==> config.mk <==
export PLATFORM = sky130hd
export DESIGN_NAME = conv_seq_ctrl
export DESIGN_NICKNAME = d
export VERILOG_FILES = /design/src/rtl/conv_seq_ctrl.sv
export SDC_FILE = /design/constraint.sdc
export NUM_CORES = 2
export LEC_CHECK = 0
export CAP_MARGIN = 10
export CORE_MARGIN = 2
export CORE_UTILIZATION = 34
export DETAILED_ROUTE_END_ITERATION = 10
export GPL_ROUTABILITY_DRIVEN = 0
export MAX_ROUTING_LAYER = met4
export SKIP_CTS_REPAIR_TIMING = 1
export SYNTH_ARGS = -nofsm -noshare
export SYNTH_HDL_FRONTEND = slang
export SYNTH_SLANG_ARGS = --single-unit
==> constraint.sdc <==
create_clock -name clk -period 13.4 [get_ports clk]
set_clock_uncertainty 0.05 [all_clocks]
set_input_delay 2.01 -clock clk [delete_from_list [all_inputs] [get_ports clk]]
set_output_delay 2.01 -clock clk [all_outputs]
set_load 0.03 [all_outputs]
==> src/rtl/conv_seq_ctrl.sv <==
// Time-multiplexed strided 2-D convolution sequencer: one MAC walks every output
// window, reading taps from external synchronous memories and emitting Q16.15 results.
module conv_seq_ctrl #(
    parameter int input_size  = 7,
    parameter int filter_size = 5,
    parameter int stride      = 2,
    parameter logic signed [31:0] bias = 32'sh0,
    localparam int OUT = (input_size - filter_size) / stride + 1,
    localparam int IAW = (input_size * input_size > 1) ? $clog2(input_size * input_size) : 1,
    localparam int FAW = (filter_size * filter_size > 1) ? $clog2(filter_size * filter_size) : 1,
    localparam int OAW = (OUT * OUT > 1) ? $clog2(OUT * OUT) : 1
) (
    input  logic           clk,
    input  logic           rst,
    input  logic           start,
    output logic           busy,
    output logic           done,
    output logic [IAW-1:0] in_addr,
    input  logic [31:0]    in_data,
    output logic [FAW-1:0] flt_addr,
    input  logic [31:0]    flt_data,
    output logic           out_valid,
    input  logic           out_ready,
    output logic [31:0]    out_data,
    output logic [OAW-1:0] out_addr
);

    localparam int KW = $clog2(filter_size + 1);
    localparam int CW = $clog2(OUT + 1);
    localparam logic [FAW-1:0] LAST_K  = FAW'(filter_size * filter_size - 1);
    localparam logic [KW-1:0]  LAST_KC = KW'(filter_size - 1);
    localparam logic [CW-1:0]  LAST_RC = CW'(OUT - 1);
    localparam logic signed [48:0] SAT_MAX = 49'sh0_7FFF_FFFF;
    localparam logic signed [48:0] SAT_MIN = -49'sh0_8000_0000;

    typedef enum logic [2:0] {
        S_IDLE,
        S_RUN,
        S_DRAIN,
        S_OUT,
        S_DONE
    } state_t;

    state_t              state_q, state_d;
    logic [FAW-1:0]      k_q, k_d;
    logic [KW-1:0]       kr_q, kr_d;
    logic [KW-1:0]       kc_q, kc_d;
    logic [CW-1:0]       r_q, r_d;
    logic [CW-1:0]       c_q, c_d;
    logic signed [47:0]  acc_q, acc_d;
    logic                tap_vld_q, tap_vld_d;
    logic [IAW-1:0]      in_addr_q, in_addr_d;
    logic [FAW-1:0]      flt_addr_q, flt_addr_d;
    logic [OAW-1:0]      out_addr_q, out_addr_d;
    logic [31:0]         out_data_q, out_data_d;

    function automatic logic [IAW-1:0] in_addr_f(input logic [CW-1:0] r, input logic [CW-1:0] c,
                                                 input logic [KW-1:0] kr, input logic [KW-1:0] kc);
        return IAW'((32'(r) * 32'(stride) + 32'(kr)) * 32'(input_size)
                    + 32'(c) * 32'(stride) + 32'(kc));
    endfunction

    function automatic logic [OAW-1:0] out_idx_f(input logic [CW-1:0] r, input logic [CW-1:0] c);
        return OAW'(32'(r) * 32'(OUT) + 32'(c));
    endfunction

    // Full-precision product rescaled back to Q.15; upper bits beyond the accumulator are dropped.
    function automatic logic signed [47:0] tap_f(input logic signed [31:0] a, input logic signed [31:0] b);
        logic signed [63:0] p;
        p = 64'(a) * 64'(b);
        return 48'(p >>> 15);
    endfunction

    function automatic logic [31:0] sat32_f(input logic signed [47:0] acc, input logic signed [31:0] b);
        logic signed [48:0] s;
        s = 49'(acc) + 49'(b);
        if (s > SAT_MAX) begin
            return 32'h7FFF_FFFF;
        end else if (s < SAT_MIN) begin
            return 32'h8000_0000;
        end
        return s[31:0];
    endfunction

    always_ff @(posedge clk) begin
        if (rst) begin
            state_q    <= S_IDLE;
            k_q        <= '0;
            kr_q       <= '0;
            kc_q       <= '0;
            r_q        <= '0;
            c_q        <= '0;
            acc_q      <= '0;
            tap_vld_q  <= 1'b0;
            in_addr_q  <= '0;
            flt_addr_q <= '0;
            out_addr_q <= '0;
            out_data_q <= '0;
        end else begin
            state_q    <= state_d;
            k_q        <= k_d;
            kr_q       <= kr_d;
            kc_q       <= kc_d;
            r_q        <= r_d;
            c_q        <= c_d;
            acc_q      <= acc_d;
            tap_vld_q  <= tap_vld_d;
            in_addr_q  <= in_addr_d;
            flt_addr_q <= flt_addr_d;
            out_addr_q <= out_addr_d;
            out_data_q <= out_data_d;
        end
    end

    always_comb begin
        state_d    = state_q;
        k_d        = k_q;
        kr_d       = kr_q;
        kc_d       = kc_q;
        r_d        = r_q;
        c_d        = c_q;
        acc_d      = acc_q;
        in_addr_d  = in_addr_q;
        flt_addr_d = flt_addr_q;
        out_addr_d = out_addr_q;
        out_data_d = out_data_q;
        busy       = (state_q != S_IDLE);
        done       = (state_q == S_DONE);
        out_valid  = (state_q == S_OUT);
        // Memory data lags the address by one cycle, so the tap is consumed one cycle late.
        tap_vld_d  = (state_q == S_RUN);
        if (tap_vld_q) begin
            acc_d = acc_q + tap_f($signed(in_data), $signed(flt_data));
        end

        unique case (state_q)
            S_IDLE: begin
                if (start) begin
                    state_d    = S_RUN;
                    k_d        = '0;
                    kr_d       = '0;
                    kc_d       = '0;
                    r_d        = '0;
                    c_d        = '0;
                    acc_d      = '0;
                    flt_addr_d = '0;
                    in_addr_d  = in_addr_f('0, '0, '0, '0);
                end
            end
            S_RUN: begin
                if (k_q == LAST_K) begin
                    state_d = S_DRAIN;
                end else begin
                    k_d = k_q + 1'b1;
                    if (kc_q == LAST_KC) begin
                        kc_d = '0;
                        kr_d = kr_q + 1'b1;
                    end else begin
                        kc_d = kc_q + 1'b1;
                    end
                    flt_addr_d = k_d;
                    in_addr_d  = in_addr_f(r_q, c_q, kr_d, kc_d);
                end
            end
            S_DRAIN: begin
                state_d    = S_OUT;
                out_data_d = sat32_f(acc_d, bias);
                out_addr_d = out_idx_f(r_q, c_q);
            end
            S_OUT: begin
                if (out_ready) begin
                    if (r_q == LAST_RC && c_q == LAST_RC) begin
                        state_d = S_DONE;
                    end else begin
                        if (c_q == LAST_RC) begin
                            c_d = '0;
                            r_d = r_q + 1'b1;
                        end else begin
                            c_d = c_q + 1'b1;
                        end
                        state_d    = S_RUN;
                        acc_d      = '0;
                        k_d        = '0;
                        kr_d       = '0;
                        kc_d       = '0;
                        flt_addr_d = '0;
                        in_addr_d  = in_addr_f(r_d, c_d, '0, '0);
                    end
                end
            end
            S_DONE: begin
                state_d = S_IDLE;
            end
            default: begin
                state_d = S_IDLE;
            end
        endcase
    end

    assign in_addr  = in_addr_q;
    assign flt_addr = flt_addr_q;
    assign out_addr = out_addr_q;
    assign out_data = out_data_q;

endmodule
Word-level counts from Yosys, hierarchy flattened:

Cells that the tools add are included.

* logic and storage cells: 102
* bits of input ports: 68
* register bits after elaboration: 107
* bits in read-only memories: 0
* memories: 0
* latch bits: 0
* output and inout bits: 48
* bits in writable memories: 0

* magnitude comparators: 2
* $add $sub $neg: 11
* divide/modulo/power cells: 0
* bitwise logic cells: 0
* multiply operators: 3
* mux-type cells: 54
* reductions and logical operators: 8
* eq/ne operators: 13
* shift-type cells: 0

Operators with widths (number)
* two-way mux 48 bit: 4
* two-way mux 32 bit: 3
* case mux 48 bit (2 select lines): 1
* multiplier 32 x 32 -> 63 bit: 1
* adder 48 bit: 1
* greater-than comparator 48 x 32 -> 1 bit, second input constant: 1
* less-than comparator 48 x 32 -> 1 bit, second input constant: 1
* two-way mux 3 bit: 15
* two-way mux 2 bit: 13
* two-way mux 6 bit: 4
* two-way mux 5 bit: 4
* adder 6 x 3 -> 6 bit: 3
* case mux 3 bit (3 select lines): 2
* case mux 6 bit (3 select lines): 1
* case mux 5 bit (3 select lines): 1
* case mux 3 bit (4 select lines): 1
* case mux 2 bit (2 select lines): 2
* adder 3 x 1 -> 3 bit, second input constant: 2
* == test 3 x 2 -> 1 bit, second input constant: 2
* == test 3 bit, second input constant: 2
* multiplier 4 x 3 -> 6 bit, second input constant: 1
* != test 2 bit, second input constant: 3
* nonzero test 3 bit: 2
* adder 5 x 1 -> 5 bit, second input constant: 1
* other kinds (15): 20

Longest topological paths before layout:

* depth after elaboration: 10
* depth in mapped cells: 44
* gate-level depth less buffers: 41

Worst setup path before layout:

No wires, ideal clock.

* path type: input to register
* start: in in_data[31]
* end: reg out_data_q[12] (netlist: out_data[12])
* data required time: 13269 ps
* buffers on the path: 2
* path slack: 1207 ps
* stages on the path: 37
* library setup time: 81 ps
* arrival time: 12061 ps
* cells stage by stage: clkbuf_1 > nand2_1 > inv_1 > fa_1 > fa_1 > fa_1 > fa_1 > inv_1 > fa_1 > inv_1 > fa_1 > fa_1 > fa_1 > ha_1 > a21o_1 > a21oi_1 > nand2_1 > a211o_1 > a31oi_1 > nand2b_1 > a21o_1 > a21oi_1 > nor2_1 > nor2_1 > xnor2_1 > ha_1 > nand2_1 > or3_1 > or2_2 > o2111ai_1 > o22ai_1 > nor4b_1 > o2111ai_1 > nor4b_4 > buf_6 > o21ai_2 > a211oi_2

* cells in the longest elaborated chain, start to end: 8
* elaborated cells between the ends (all ways): 10
* classes of those cells: add/sub: 1; mul: 1; order compare: 2; mux: 6

RTL lines
* start, declared: RTL line 19 `input logic [31:0] in_data,`
* multiplier 32 x 32 -> 63 bit (*): RTL line 70 `p = 64'(a) * 64'(b);`
* adder 48 bit (*): RTL line 133 `acc_d = acc_q + tap_f($signed(in_data), $signed(flt_data));`
* two-way mux 48 bit (*): RTL line 132 `if (tap_vld_q) begin`
* less-than comparator 48 x 32 -> 1 bit: RTL line 79 `end else if (s < SAT_MIN) begin`
* two-way mux 1 bit: RTL line 79
* two-way mux 1 bit: RTL line 77 `if (s > SAT_MAX) begin`
* two-way mux 1 bit: RTL line 136 `unique case (state_q)`
* two-way mux 32 bit (*): RTL line 82 `return s[31:0];`
* end signal, assigned: RTL line 111 `out_data_q <= out_data_d;`
* end, declared: RTL line 55 `logic [31:0] out_data_q, out_data_d;`

Every way passes the cells marked *; elsewhere a longest branch is shown, timed or not. The select of a mux whose other input is x is not followed.
A chain may end at the register's enable or synchronous reset.

Worst setup path after layout:

* start: in flt_data[13]
* end: reg out_data_q[1] (netlist: out_data[1])

* cells in the longest elaborated chain, start to end: 8
* elaborated cells between the ends (all ways): 10
* classes of those cells: add/sub: 1; mul: 1; order compare: 2; mux: 6

RTL lines
* start, declared: RTL line 21 `input logic [31:0] flt_data,`
* multiplier 32 x 32 -> 63 bit (*): RTL line 70
* adder 48 bit (*): RTL line 133
* two-way mux 48 bit (*): RTL line 132
* less-than comparator 48 x 32 -> 1 bit: RTL line 79
* two-way mux 1 bit: RTL line 79
* two-way mux 1 bit: RTL line 77
* two-way mux 1 bit: RTL line 136
* two-way mux 32 bit (*): RTL line 82

Marked as above.

==> results by group <==
Logic synthesis
  • Top cell type's share of synthesized area: between 50% and 60%
  • Mapped Nets: roughly 6000
  • Post-synth EDFFs: 0
  • Library cells used by synthesis: just over 80
  • Post-synthesis simple-gate area fraction: 16.79%
  • Mean Syn Cell Area: between 9 and 10 um^2
  • Post-synth top area cell: fa_1
  • Mapped Cells: around 4600
  • Leading post-synthesis cells by cell area: fa_1 50%, inv_1 8.6%, and2_1 7.9%
  • Synth Area in Compound Gates: between 6 and 7%
  • Mux contribution to synthesized area: around 1.0%
  • Largest family of logic cells by synthesized area: adder cells
  • Cell area after synthesis: 0.04313 mm^2
  • Post-Synth XOR/XNOR Area: about 2.2%
  • Number of synthesized register bits: ~110
  • Top_reg_cell synth: dfxtp_1
  • Post-Synth Adder-Cell Area: between 50% and 60%
  • Synth Warn #: 0
  • Ys async rst share: 0%
  • Seq/Total Area, Yosys: 4.967%

Critical path
  • Crit Path Category: input port to register
  • Worst path arrival time: ~13 ns
  • CP Launch Type: input port
  • CP endpoint kind: register
  • Crit path from: flt_data[13]
  • RR Startpoint: kc_q[0]$_SDFFE_PP0P_
  • R2R cell count: 16
  • Capture point of the worst path: out_data[1]$_SDFFE_PP0P_
  • Flop-to-flop setup slack: about 8.3 ns
  • Req. time, crit path: approximately 14 ns
  • Slowest-stage cell, CP: clkdlybuf4s50_1
  • Most frequent CP cell: fa_1
  • CP max stage delay: 0.64 ns
  • Crit-path max FO: 31
  • R2r endpoint: in_addr[4]$_SDFFE_PP0P_

Global routing
  • Global route overflow: 0
  • Number of global-route vias before repair: approximately 33000
  • Met1 Usage GRT: between 20% and 30%
  • Met3 usage: approximately 1.4%
  • Antenna violations before repair: 1
  • Largest net degree at the start of global routing: 58
  • GRT Overall Usage: a little under a fifth
  • GRT met2 Usage: 30.74%
  • First-pass GRT wire length: 182800 um
  • Most Used Layer, Global Route: met2

Drt
  • DR vias: roughly 31000
  • Pre-antenna DRT Iters: 6
  • WL per Instance: between 15 and 20 um
  • Routed wire length: between 100000 and 150000 um
  • Initial DRC Count: approximately 1900
  • Final antenna-violating net count: 0
  • Vias per inst: a little under 5
  • DRC: 0

Clocking
  • Max Buffers Root-to-Sink: 2
  • Sink Count: between 100 and 150
  • CTS Buf Count: 9
  • Clk root buf: clkbuf_16
  • Clock transition at the registers of the reported paths: ~0.1 ns
  • CTS tree: built
  • Clk_lat worst skew: approximately 0.37 ns
  • H-Tree Level Count: 3

STA
  • Hold violation count in the final report: 0
  • Period utilisation layout: 96.22%
  • Tightest Pin Transition: just over 0.8 ns
  • Fmax: about 0.078 GHz
  • Setup violation total in the final timing report: 0
  • Slew Limit Fails: 0
  • Max transition margin: 44.89%
  • Fin crit period: between 10 and 15 ns
  • Unrepaired setup endpoints after global routing: false

Layout
  • # nets final: 6151
  • Layout area overhead: 10.81%
  • Filler cells: approximately 13000
  • Commonest non-fill, non-tap cells in the layout: 1082 x fa_1, 993 x inv_1, 547 x and2_1, 526 x nand2_1, 254 x ha_1
  • Commonest non-fill, non-tap cell in the layout: fa_1
  • Ratio of cells with drive above 1 in the final layout: 7.260%
  • Non-Filler Instances: between 6000 and 7000
  • # diodes: 0

Floorplanning
  • Chip height: between 300 and 400 um
  • Num rows: 130
  • Die area: 0.1297 mm^2
  • # IOs: between 100 and 150
  • Die X: roughly 360 um
  • Core ar.: about 0.13 mm^2
  • Initial core utilization: roughly 34%

Flow run
  • Number of max-cap violations: 0

Hold path
  • Class of the worst hold path: register to register

Place
  • Placed insts: around 6400
  • Number of buffers added on ports: between 100 and 150
  • HPWL after DPL: around 100000 um

Run status
  • Run status: complete, no violations
-- logic make-up after synthesis --
logic type,after synthesis
xor gates and xnor gates,109
and+or+nand+nor,1422
adders and majority gates,1336
buffers and inverters,1234
muxes,40
DFF,107
AOI/OAI and AO/OA,394
-- sequential cells by signal (all words and copies together), names as in the netlist --
| signal | count |
|---|---|
| out_data | 32 |
| state_q | 3 |
| flt_addr | 5 |
| out_addr | 2 |
| r_q | 2 |
| c_q | 2 |
| in_addr | 6 |
| tap_vld_q | 1 |
| acc_q | 48 |
| kc_q | 3 |
| kr_q | 3 |
-- Yosys cell counts (4+ instances only) --
cell and count:
xor2_1 38, buf_6 6, a21oi_1 109, o21ai_0 49
nor2_1 129, or3_1 5, mux2i_1 9, inv_1 993
a21boi_0 4, o21ai_2 11, a211oi_2 31, and3_1 12
dfxtp_1 107, fa_1 1082, nand3_1 25, o2111ai_1 5
a31oi_1 10, and2_1 547, xnor2_1 70, o31a_1 5
a211oi_1 17, or2_2 6, ha_1 254, o21a_1 15
o21ai_1 25, nor2b_1 64, buf_2 11, nand2_1 526
clkbuf_1 219, mux2_2 31, o21bai_1 18, o211ai_1 9
nand2b_1 27, a21o_1 40, nand4_1 24, nor3_1 37
a221oi_1 5
-- layout make-up --
cell class              count  area (um^2)  area share, %
clock inverters             7        96.34         0.2016
inverters                 994         3731          7.808
clock buffers               9        225.2         0.4713
repair buffers            334         3188          6.671
well taps                1650         2064          4.320
flip-flops and latches    107         2143          4.485
multi-input cells        3301        36340          76.04
-- through the flow --
step | area (um^2) | hold WS (ns) | worst slack (ns) | util, % | setup TNS, ns
finish | 47790 | 0.4255 | 0.5067 | 38.01 | 0
global route | 47790 | 0.4538 | 0.003115 | 38.01 | 0
CTS | 47730 | 0.4290 | 0.1640 | 37.96 | 0
detailed placement | 47410 | 0.4153 | -0.1020 | 37.71 | -1.906
global placement | 47410 | 0.4024 | 0.03079 | 37.71 | 0
floorplan | 43130 | 0.3951 | 1.207 | - | 0
-- per-layer routing --
| metal | up-vias | wire [um] |
|---|---|---|
| met3 | 162 | 4138 |
| met2 | 690 | 56050 |
| met5 | - | 0 |
| li1 | 13955 | - |
| met4 | 0 | 3034 |
| met1 | 16195 | 47770 |
-- worst max-delay path: cells and delay by family --
family,cells,cell delay (ns)
AO/OA/AOI/OAI,14,3.11
XOR/XNOR,1,0.23
adder cells (fa/ha/maj),10,4.64
buffers and inverters,6,1.32
AND/OR/NAND/NOR,7,1.76
-- worst min path at each step --
stage	slack (ns)	endpoint	from	cells after the start
after floorplan	0.40	kr_q[1]$_SDFFE_PP0P_	kr_q[1]$_SDFFE_PP0P_	2
after global placement	0.40	kr_q[1]$_SDFFE_PP0P_	kr_q[1]$_SDFFE_PP0P_	2
after detailed placement	0.42	kr_q[1]$_SDFFE_PP0P_	kr_q[1]$_SDFFE_PP0P_	2
after CTS	0.43	kr_q[1]$_SDFFE_PP0P_	kr_q[1]$_SDFFE_PP0P_	2
after global routing	0.45	kr_q[1]$_SDFFE_PP0P_	kr_q[1]$_SDFFE_PP0P_	2
final	0.43	kr_q[1]$_SDFFE_PP0P_	kr_q[1]$_SDFFE_PP0P_	2
Power is not shown: default switching activity piles up to over one toggle a cycle in this logic, so the estimate is an artifact.
